$ cat src/rtl/adc_pong_scheduler.sv
// LTC2308 sweep sequencer: one CONVST + 12-bit SPI exchange per channel each frame,
// results published as a tagged stream and as two registered paddle positions.
module adc_pong_scheduler #(
    parameter int CLK_DIV     = 2,
    parameter int CONV_CYCLES = 80,
    parameter int ACQ_CYCLES  = 20,
    parameter int NUM_CH      = 2
) (
    input  logic        clk,
    input  logic        reset,
    input  logic        frame_start,
    output logic        adc_convst,
    output logic        adc_sck,
    output logic        adc_sdi,
    input  logic        adc_sdo,
    output logic        result_valid,
    output logic [2:0]  result_ch,
    output logic [11:0] result_data,
    output logic [15:0] pongbar1_y,
    output logic [15:0] pongbar2_y,
    output logic        busy,
    output logic        sweep_done,
    output logic        overrun
);

    localparam int PER     = 2 * CLK_DIV;
    localparam int MAX_A   = (CONV_CYCLES > ACQ_CYCLES) ? CONV_CYCLES : ACQ_CYCLES;
    localparam int CNT_MAX = (MAX_A > PER) ? MAX_A : PER;
    localparam int CNT_W   = $clog2(CNT_MAX + 1);

    typedef enum logic [2:0] {
        IDLE  = 3'd0,
        CONV  = 3'd1,
        SHIFT = 3'd2,
        ACQ   = 3'd3,
        DONE  = 3'd4
    } state_t;

    // Config bit for bit period bidx of transaction txn; the extra final txn re-selects ch0.
    function automatic logic cfg_bit(input logic [3:0] txn, input logic [3:0] bidx);
        logic [2:0] ch;
        logic [5:0] word;
        ch   = (txn < 4'(NUM_CH)) ? txn[2:0] : 3'd0;
        word = {1'b1, ch[0], ch[2], ch[1], 1'b1, 1'b0};
        return (bidx < 4'd6) ? word[3'(4'd5 - bidx)] : 1'b0;
    endfunction

    state_t           state_q, state_d;
    logic [CNT_W-1:0] cnt_q, cnt_d;
    logic [3:0]       bit_q, bit_d;
    logic [3:0]       t_q, t_d;
    logic [11:0]      shift_q, shift_d;
    logic             pend_q, pend_d;
    logic             convst_q, convst_d;
    logic             sck_q, sck_d;
    logic             sdi_q, sdi_d;
    logic             valid_q, valid_d;
    logic [2:0]       rch_q, rch_d;
    logic [11:0]      rdata_q, rdata_d;
    logic [15:0]      pb1_q, pb1_d;
    logic [15:0]      pb2_q, pb2_d;
    logic             busy_q, busy_d;
    logic             done_q, done_d;
    logic             overrun_q, overrun_d;

    // Next-state sequencing and output decode; outputs are derived from next-state values
    // so the registered pins line up with the state they belong to.
    always_comb begin
        state_d   = state_q;
        cnt_d     = cnt_q;
        bit_d     = bit_q;
        t_d       = t_q;
        shift_d   = shift_q;
        overrun_d = overrun_q | (frame_start & (state_q != IDLE));

        case (state_q)
            IDLE: begin
                if (frame_start) begin
                    state_d = CONV;
                    cnt_d   = '0;
                    t_d     = 4'd0;
                end else begin
                    state_d = IDLE;
                end
            end
            CONV: begin
                if (cnt_q == CNT_W'(CONV_CYCLES - 1)) begin
                    state_d = SHIFT;
                    cnt_d   = '0;
                    bit_d   = 4'd0;
                end else begin
                    cnt_d = cnt_q + CNT_W'(1);
                end
            end
            SHIFT: begin
                // SDO is captured on the first clk of each SCK high phase.
                if (cnt_q == CNT_W'(CLK_DIV)) begin
                    shift_d = {shift_q[10:0], adc_sdo};
                end else begin
                    shift_d = shift_q;
                end
                if (cnt_q == CNT_W'(PER - 1)) begin
                    cnt_d = '0;
                    if (bit_q == 4'd11) begin
                        state_d = ACQ;
                        bit_d   = 4'd0;
                    end else begin
                        bit_d = bit_q + 4'd1;
                    end
                end else begin
                    cnt_d = cnt_q + CNT_W'(1);
                end
            end
            ACQ: begin
                if (cnt_q == CNT_W'(ACQ_CYCLES - 1)) begin
                    cnt_d = '0;
                    if (t_q < 4'(NUM_CH)) begin
                        state_d = CONV;
                        t_d     = t_q + 4'd1;
                    end else begin
                        state_d = DONE;
                    end
                end else begin
                    cnt_d = cnt_q + CNT_W'(1);
                end
            end
            DONE: begin
                state_d = IDLE;
                cnt_d   = '0;
            end
            default: begin
                state_d = IDLE;
                cnt_d   = '0;
                bit_d   = 4'd0;
                t_d     = 4'd0;
            end
        endcase

        convst_d = (state_d == CONV) && (cnt_d < CNT_W'(2));
        sck_d    = (state_d == SHIFT) && (cnt_d >= CNT_W'(CLK_DIV));
        sdi_d    = (state_d == SHIFT) ? cfg_bit(t_d, bit_d) : 1'b0;
        busy_d   = (state_d == CONV) || (state_d == SHIFT) || (state_d == ACQ);
        done_d   = (state_d == DONE);

        // Transaction 0 returns the previous sweep's dummy conversion, so it is never issued.
        pend_d  = (state_q == SHIFT) && (state_d == ACQ) && (t_q != 4'd0);
        valid_d = pend_q;
        rch_d   = pend_q ? 3'(t_q - 4'd1) : rch_q;
        rdata_d = pend_q ? shift_q : rdata_q;
        pb1_d   = (pend_q && (t_q == 4'd1)) ? {4'd0, shift_q} : pb1_q;
        pb2_d   = (pend_q && (t_q == 4'd2)) ? {4'd0, shift_q} : pb2_q;
    end

    // State and output registers with synchronous reset.
    always_ff @(posedge clk) begin
        if (reset) begin
            state_q   <= IDLE;
            cnt_q     <= '0;
            bit_q     <= 4'd0;
            t_q       <= 4'd0;
            shift_q   <= 12'd0;
            pend_q    <= 1'b0;
            convst_q  <= 1'b0;
            sck_q     <= 1'b0;
            sdi_q     <= 1'b0;
            valid_q   <= 1'b0;
            rch_q     <= 3'd0;
            rdata_q   <= 12'd0;
            pb1_q     <= 16'd0;
            pb2_q     <= 16'd0;
            busy_q    <= 1'b0;
            done_q    <= 1'b0;
            overrun_q <= 1'b0;
        end else begin
            state_q   <= state_d;
            cnt_q     <= cnt_d;
            bit_q     <= bit_d;
            t_q       <= t_d;
            shift_q   <= shift_d;
            pend_q    <= pend_d;
            convst_q  <= convst_d;
            sck_q     <= sck_d;
            sdi_q     <= sdi_d;
            valid_q   <= valid_d;
            rch_q     <= rch_d;
            rdata_q   <= rdata_d;
            pb1_q     <= pb1_d;
            pb2_q     <= pb2_d;
            busy_q    <= busy_d;
            done_q    <= done_d;
            overrun_q <= overrun_d;
        end
    end

    assign adc_convst   = convst_q;
    assign adc_sck      = sck_q;
    assign adc_sdi      = sdi_q;
    assign result_valid = valid_q;
    assign result_ch    = rch_q;
    assign result_data  = rdata_q;
    assign pongbar1_y   = pb1_q;
    assign pongbar2_y   = pb2_q;
    assign busy         = busy_q;
    assign sweep_done   = done_q;
    assign overrun      = overrun_q;

endmodule

$ cat config.mk
export PLATFORM = sky130hd
export DESIGN_NAME = adc_pong_scheduler
export DESIGN_NICKNAME = d
export VERILOG_FILES = /design/src/rtl/adc_pong_scheduler.sv
export SDC_FILE = /design/constraint.sdc
export NUM_CORES = 1
export LEC_CHECK = 0
export CAP_MARGIN = 25
export CORE_ASPECT_RATIO = 1.5
export CORE_UTILIZATION = 30
export CTS_BUF_LIST = sky130_fd_sc_hd__clkbuf_8
export DETAILED_ROUTE_END_ITERATION = 10
export PLACE_DENSITY_LB_ADDON = 0.15
export REMOVE_ABC_BUFFERS = 1
export SLEW_MARGIN = 0
export SYNTH_ARGS = -nofsm -noshare
export SYNTH_HDL_FRONTEND = slang
export SYNTH_SLANG_ARGS = --single-unit
$ cat constraint.sdc
create_clock -name clk -period 2.45 [get_ports clk]
set_input_delay 0.245 -clock clk [delete_from_list [all_inputs] [get_ports clk]]
set_output_delay 0.245 -clock clk [all_outputs]
set_load 0.01 [all_outputs]
==> impl_metrics.ini, run 1 <==
[pwr]
worst_vdd_rail_ir_drop_mv = 0.261
switching_share = 0.246
cell_internal_pwr_mw = 1.77
cellLeakagePower_nw = 1.43
powerDensity_nw_per_um2 = 561
share_seq_of_total_power = 0.539
power.combinational.fraction = 0.047
p_switching_mw = 0.579
clock_power_share = 0.414

[global_route]
grt-ovfl-total = 0
initial_antenna_violation_count = 0
grt_usage = 0.151
first_global_vias = 2750
grt_pass1_wl_mm = 13.5
grt_max_degree = 34

[timing]
slew-limit-headroom = 0.603
final.setup_skew_ns = 0.00872
finalCriticalPeriod_ns = 2.16
grt_setup_unrepaired = no
fin_tns_setup_ns = 0
clock.fmax_mhz = 463
number_of_failing_setup_endpoints_in_the_final_timing_report = 0
report.final.slew_viol_count = 0
hold_viol = 0
tightest_slew_ns = 0.594
layout_worst_path_cycle_share = 0.882

[yosys]
synth_enable_flop_cells = 0
netlist.top_cell.by_area = sky130_fd_sc_hd__dfxtp_1
yosysSeqAreaShare = 0.454
synth.area.top_cells = sky130_fd_sc_hd__dfxtp_1, sky130_fd_sc_hd__nand2_1, sky130_fd_sc_hd__a21oi_1
share_of_flip_flops_with_an_asynchronous_set_or_reset_after_synthesis = 0
synth_ff_type = sky130_fd_sc_hd__dfxtp_1
synth.cells.most_frequent = sky130_fd_sc_hd__nand2_1, sky130_fd_sc_hd__dfxtp_1, sky130_fd_sc_hd__a21oi_1, sky130_fd_sc_hd__nor2_1, sky130_fd_sc_hd__clkbuf_1
number_of_warnings_reported_in_the_yosys_synthesis_log = 0
synth.most_common_cell = sky130_fd_sc_hd__nand2_1
syn_area_per_cell_um2 = 8.30
ys_types = 54
yosys_register_bits = 77
synth_top_area_share = 0.454
syn-instance-count = 409
cell_area_after_synthesis_um2 = 3390

[finish]
stdcell_count = 603
layout-drive-gt1-share = 0.0943
num_antenna_cells = 0
postLayoutCoreUtil = 0.381
area_delta_synth_final_pct = 23.3
design.final.nets = 463

[place]
dp.final_hpwl_mm = 6.21
placed_cells = 587
gpl.final_weighted_congestion = 0.907
portBuffers = 49

[floorplan]
core_area_um2 = 11000
placementRows = 47
chipWidth_um = 88.9
pin_count = 58
dieArea_um2 = 11800
die_y_um = 132
start_util = 0.309

[clocking]
clk_latency_ns = 0.36
cts.path.max_buffers = 2
cts.clk_slew.worst_paths_ns = 0.08
cts-htree-levels = 3
cts-root-buf = sky130_fd_sc_hd__clkbuf_8
cts_num_sinks = 77
cts_tree = built
number_of_cts_inserted_buffers = 9
post_cts.repair.setup_buffers = 0

[drt]
detail_route.vias_per_cell = 4.81
ant_nets = 0
drtPass1Iterations = 4
route.vias.total = 2900
detail_route.drc_violations = 0
drt_first_iter_violations = 65
wl_per_cell_um = 14.1
routed_wirelength_mm = 8.52

[worst_setup_path]
worst_ep_required_time_ns = 2.75
r2r-end = adc_convst$_SDFF_PP0_
cp_max_fo = 9
reg2reg_slack_ns = 0.29
worst-setup-path-type = reg -> reg
worstSetupEndpointType = flip-flop
critPathLaunchType = flip-flop
worst_r2r_startpoint = cnt_q[1]$_SDFF_PP0_
crit_arrival_ns = 2.46
worst_r2r_path_depth = 7

[worst_hold_path]
holdPathStages = 2
min_path_type = in -> reg
launch_instance_of_the_worst_min_delay_path = reset
min_delay_worst_endpoint = cnt_q[1]$_SDFF_PP0_

[flow_run]
cap_violations = 0

[status]
status = finished, final reports clean
[how the worst max path moves through the flow]
| stage | start | end | cells after the start |
|---|---|---|---|
| floorplan | cnt_q[5]$_SDFF_PP0_ | shift_q[0]$_SDFFE_PP0P_ | 4 |
| global placement | cnt_q[1]$_SDFF_PP0_ | adc_sdi$_SDFF_PP0_ | 7 |
| detailed placement | cnt_q[1]$_SDFF_PP0_ | adc_convst$_SDFF_PP0_ | 7 |
| CTS | cnt_q[1]$_SDFF_PP0_ | adc_convst$_SDFF_PP0_ | 7 |
| global route | cnt_q[1]$_SDFF_PP0_ | adc_convst$_SDFF_PP0_ | 7 |
| finish | cnt_q[1]$_SDFF_PP0_ | adc_convst$_SDFF_PP0_ | 7 |
[state kept, by name (all words and copies together) (netlist names), 3 cells and up]
register and cells:
bit_q 4, t_q 4, result_data 12, state_q 3
cnt_q 7, pongbar2_y 12, result_ch 3, pongbar1_y 12
shift_q 12
[cells in the final DEF, fill, tap and decap left out, types with 4 or more instances in the layout]
cell	instances
sky130_fd_sc_hd__or3_1	4
sky130_fd_sc_hd__or2_2	4
sky130_fd_sc_hd__buf_4	7
sky130_fd_sc_hd__dfxtp_1	77
sky130_fd_sc_hd__nand2_1	81
sky130_fd_sc_hd__nor3_1	5
sky130_fd_sc_hd__conb_1	8
sky130_fd_sc_hd__nor2_1	44
sky130_fd_sc_hd__mux2i_1	12
sky130_fd_sc_hd__clkdlybuf4s50_1	48
sky130_fd_sc_hd__a21oi_1	48
sky130_fd_sc_hd__xnor2_1	4
sky130_fd_sc_hd__nand3_1	8
sky130_fd_sc_hd__clkbuf_8	9
sky130_fd_sc_hd__and3_1	5
sky130_fd_sc_hd__a211oi_1	6
sky130_fd_sc_hd__inv_1	6
sky130_fd_sc_hd__nor2b_1	5
sky130_fd_sc_hd__nand2b_1	7
sky130_fd_sc_hd__ha_1	7
sky130_fd_sc_hd__o21ai_0	9
[logic make-up after synthesis]
logic type                 Yosys count  share of synthesized area
adders and majority gates            8                     0.0295
other                                1                    0.00110
muxes                               13                     0.0387
buffers and inverters               38                     0.0527
DFF                                 77                      0.454
and+or+nand+nor                    182                      0.256
AOI/OAI and AO/OA                   86                      0.157
xor gates and xnor gates             4                     0.0103
[critical path: stages, from the launching register on]
cell,delay (ns)
sky130_fd_sc_hd__dfxtp_1,0.40
sky130_fd_sc_hd__ha_2,0.30
sky130_fd_sc_hd__and3_1,0.32
sky130_fd_sc_hd__a21oi_1,0.18
sky130_fd_sc_hd__o21ai_0,0.29
sky130_fd_sc_hd__a22oi_1,0.15
sky130_fd_sc_hd__a211oi_2,0.28
sky130_fd_sc_hd__and3b_1,0.19
[stage by stage]
step | setup slack [ns] | cell area (µm²) | hold WS, ns | total power [mW]
CTS | 0.220 | 4180 | 0.298 | 2.38
detailed placement | 0.270 | 3990 | 0.446 | 1.41
floorplan | 0.573 | 3260 | 0.314 | 1.35
global route | 0.0145 | 4190 | 0.330 | 2.44
finish | 0.288 | 4190 | 0.297 | 2.35
global placement | 0.288 | 3990 | 0.443 | 1.41
[layout make-up]
cell class / count / area [µm²]
fillers: 1185 / 6810
well taps: 147 / 184
multi-input cells: 301 / 1700
clock buffers: 9 / 124
clock inverters: 7 / 73.8
inverters: 6 / 22.5
flip-flops and latches: 77 / 1540
repair buffers: 56 / 538
[routing by layer]
layer	up-vias	wire [µm]	global-route usage
li1	1461	-	-
met1	1368	3480	0.158
met2	52	4470	0.273
met3	19	275	0.0313
met4	0	296	0.0789
met5	-	0	0
[power by group through the flow]
stage	Sequential, mW	Clock, mW	Combinational, mW
final	1.26	0.973	0.111
after global routing	1.27	1.05	0.125
after CTS	1.26	1.00	0.111
after detailed placement	1.29	0	0.111
after global placement	1.29	0	0.111
after floorplan	1.30	0	0.0556
[what timing repair did]
| action | 4_1_cts | 5_1_grt |
|---|---|---|
| gates resized for setup | 0 | 1 |
| endpoints found under the setup margin | 0 | 2 |
| hold buffers | 0 | 0 |
(Power assumes the default switching activity.)
==> run 2: changes to the inputs <==
--- a/config.mk
+++ b/config.mk
@@ -9,6 +9,7 @@
 export CORE_ASPECT_RATIO = 1.5
 export CORE_UTILIZATION = 30
 export CTS_BUF_LIST = sky130_fd_sc_hd__clkbuf_8
+export CTS_CLUSTER_DIAMETER = 40
 export DETAILED_ROUTE_END_ITERATION = 10
 export PLACE_DENSITY_LB_ADDON = 0.15
 export REMOVE_ABC_BUFFERS = 1
==> results of run 2 <==
Same layout as run 1: the final DEF is identical, and so are final timing and power.
==> run 3: changes to the inputs <==
--- a/config.mk
+++ b/config.mk
@@ -7,7 +7,7 @@
 export LEC_CHECK = 0
 export CAP_MARGIN = 25
 export CORE_ASPECT_RATIO = 1.5
-export CORE_UTILIZATION = 30
+export CORE_UTILIZATION = 35
 export CTS_BUF_LIST = sky130_fd_sc_hd__clkbuf_8
 export CTS_CLUSTER_DIAMETER = 40
 export DETAILED_ROUTE_END_ITERATION = 10
==> impl_metrics.ini, run 3 (synthesized netlist as in run 1, its figures left out) <==
[status]
status = finished, final reports clean

[worst_setup_path]
crit_arrival_ns = 2.50
cp_max_fo = 9
worst_ep_required_time_ns = 2.76
path_cells = ha_1 -> and3_1 -> a21oi_1 -> o21ai_0 -> a22oi_1 -> a211oi_2 -> and3b_1
crit_family = compound AO/OA/AOI/OAI gates
critPathLaunchType = flip-flop
critical_path_buf_inv_count = 0
critical_path.max_stage_delay_ns = 0.39
worstSetupEndpointType = flip-flop
reg2reg_slack_ns = 0.26
worst-setup-path-type = reg -> reg
timing.critical_path.slowest_stage_cell = sky130_fd_sc_hd__dfxtp_1

[floorplan]
pin_count = 58
placementRows = 43
core_area_um2 = 9310
chipWidth_um = 82.4
die_y_um = 123
start_util = 0.365
dieArea_um2 = 10100

[timing]
slew-limit-headroom = 0.604
layout_worst_path_cycle_share = 0.893
fin_tns_setup_ns = 0
grt_setup_unrepaired = no
hold_slack_ns = 0.297
hold_viol = 0
finalCriticalPeriod_ns = 2.19
clock.fmax_mhz = 457
report.final.slew_viol_count = 0
number_of_failing_setup_endpoints_in_the_final_timing_report = 0
tightest_slew_ns = 0.592
final.setup_skew_ns = 0.0112

[global_route]
initial_antenna_violation_count = 0
grt_max_degree = 32
first_global_vias = 2644
grt_usage = 0.177
grt-ovfl-total = 0
grt_pass1_wl_mm = 13.1

[finish]
layout_common_cells = sky130_fd_sc_hd__nand2_1, sky130_fd_sc_hd__dfxtp_1, sky130_fd_sc_hd__a21oi_1, sky130_fd_sc_hd__clkdlybuf4s50_1, sky130_fd_sc_hd__nor2_1
layout.cells.most_common = sky130_fd_sc_hd__nand2_1
layout-drive-gt1-share = 0.0901
num_antenna_cells = 0
design.final.nets = 462
area_delta_synth_final_pct = 23.2

[pwr]
cellLeakagePower_nw = 1.45
powerDensity_nw_per_um2 = 611
worst_vdd_rail_ir_drop_mv = 0.404

[place]
gpl.final_weighted_congestion = 0.904
portBuffers = 49
dp.final_hpwl_mm = 5.96

[clocking]
cts-htree-levels = 3
post_cts.repair.setup_buffers = 0
cts_tree = built
number_of_cts_inserted_buffers = 9
cts-root-buf = sky130_fd_sc_hd__clkbuf_8
cts.clk_slew.worst_paths_ns = 0.08
cts_num_sinks = 77
cts.path.max_buffers = 2
clk_latency_ns = 0.36
post_cts_resized = 0
postCtsHoldBufs = 0

[drt]
detail_route.vias_per_cell = 5.10
drtPass1Iterations = 4
routed_wirelength_mm = 8.40
route.vias.total = 2890
wl_per_cell_um = 14.8
drt_first_iter_violations = 118
ant_nets = 0
detail_route.drc_violations = 0

[worst_hold_path]
min_path_type = in -> reg

[flow_run]
cap_violations = 0
-- run 3: changes by cell type in the layout (fill, tap and decap cells not counted), sizes merged --
| cell | delta |
|---|---|
| buf | -1 |
| bufinv | +2 |
| clkinv | -2 |
-- run 3: metrics by stage --
stage,utilization,power [mW],cells,area [µm²],worst slack (ns)
2_1_floorplan,-,1.35,384,3260,0.573
3_3_place_gp,0.423,1.40,551,3940,0.364
3_5_place_dp,0.423,1.40,551,3940,0.314
4_1_cts,0.449,2.58,567,4180,0.273
5_1_grt,0.449,2.66,567,4180,0.0695
6_report,0.449,2.55,567,4180,0.261
-- run 3: report_power, final --
part	switching [mW]	internal [mW]	total, mW
sequential	0.00538	1.26	1.26
clock	0.496	0.683	1.18
combinational	0.0733	0.0382	0.111
total	0.575	1.98	2.55
-- run 3: layout make-up --
cell class / count / area [µm²]
clock buffer: 9 / 124
sequential: 77 / 1540
timing repair buffer: 55 / 531
fill: 945 / 5130
multi-input combinational: 301 / 1700
tap: 112 / 140
clock inverter: 7 / 123
inverter: 6 / 22.5
-- run 3: final timing paths --
kind	start	end	cells after the start
worst max-delay path	cnt_q[1]$_SDFF_PP0_	adc_convst$_SDFF_PP0_	7
worst min-delay path	reset	overrun$_SDFF_PP0_	2
worst max register to register	cnt_q[1]$_SDFF_PP0_	adc_convst$_SDFF_PP0_	7
worst min register to register	pongbar2_y[8]$_SDFFE_PP0P_	pongbar2_y[8]$_SDFFE_PP0P_	2
-- run 3: routing by layer --
metal | wire, µm | share of wire | global-route usage
met5 | 0 | 0 | 0
met4 | 289 | 0.034 | 0.104
met3 | 289 | 0.034 | 0.0357
met2 | 4380 | 0.52 | 0.308
met1 | 3450 | 0.41 | 0.193
-- run 3: worst register-to-register path, cell delays in order (launching register included) --
cell,delay (ns)
sky130_fd_sc_hd__dfxtp_1,0.39
sky130_fd_sc_hd__ha_1,0.35
sky130_fd_sc_hd__and3_1,0.34
sky130_fd_sc_hd__a21oi_1,0.17
sky130_fd_sc_hd__o21ai_0,0.27
sky130_fd_sc_hd__a22oi_1,0.14
sky130_fd_sc_hd__a211oi_2,0.28
sky130_fd_sc_hd__and3b_1,0.19
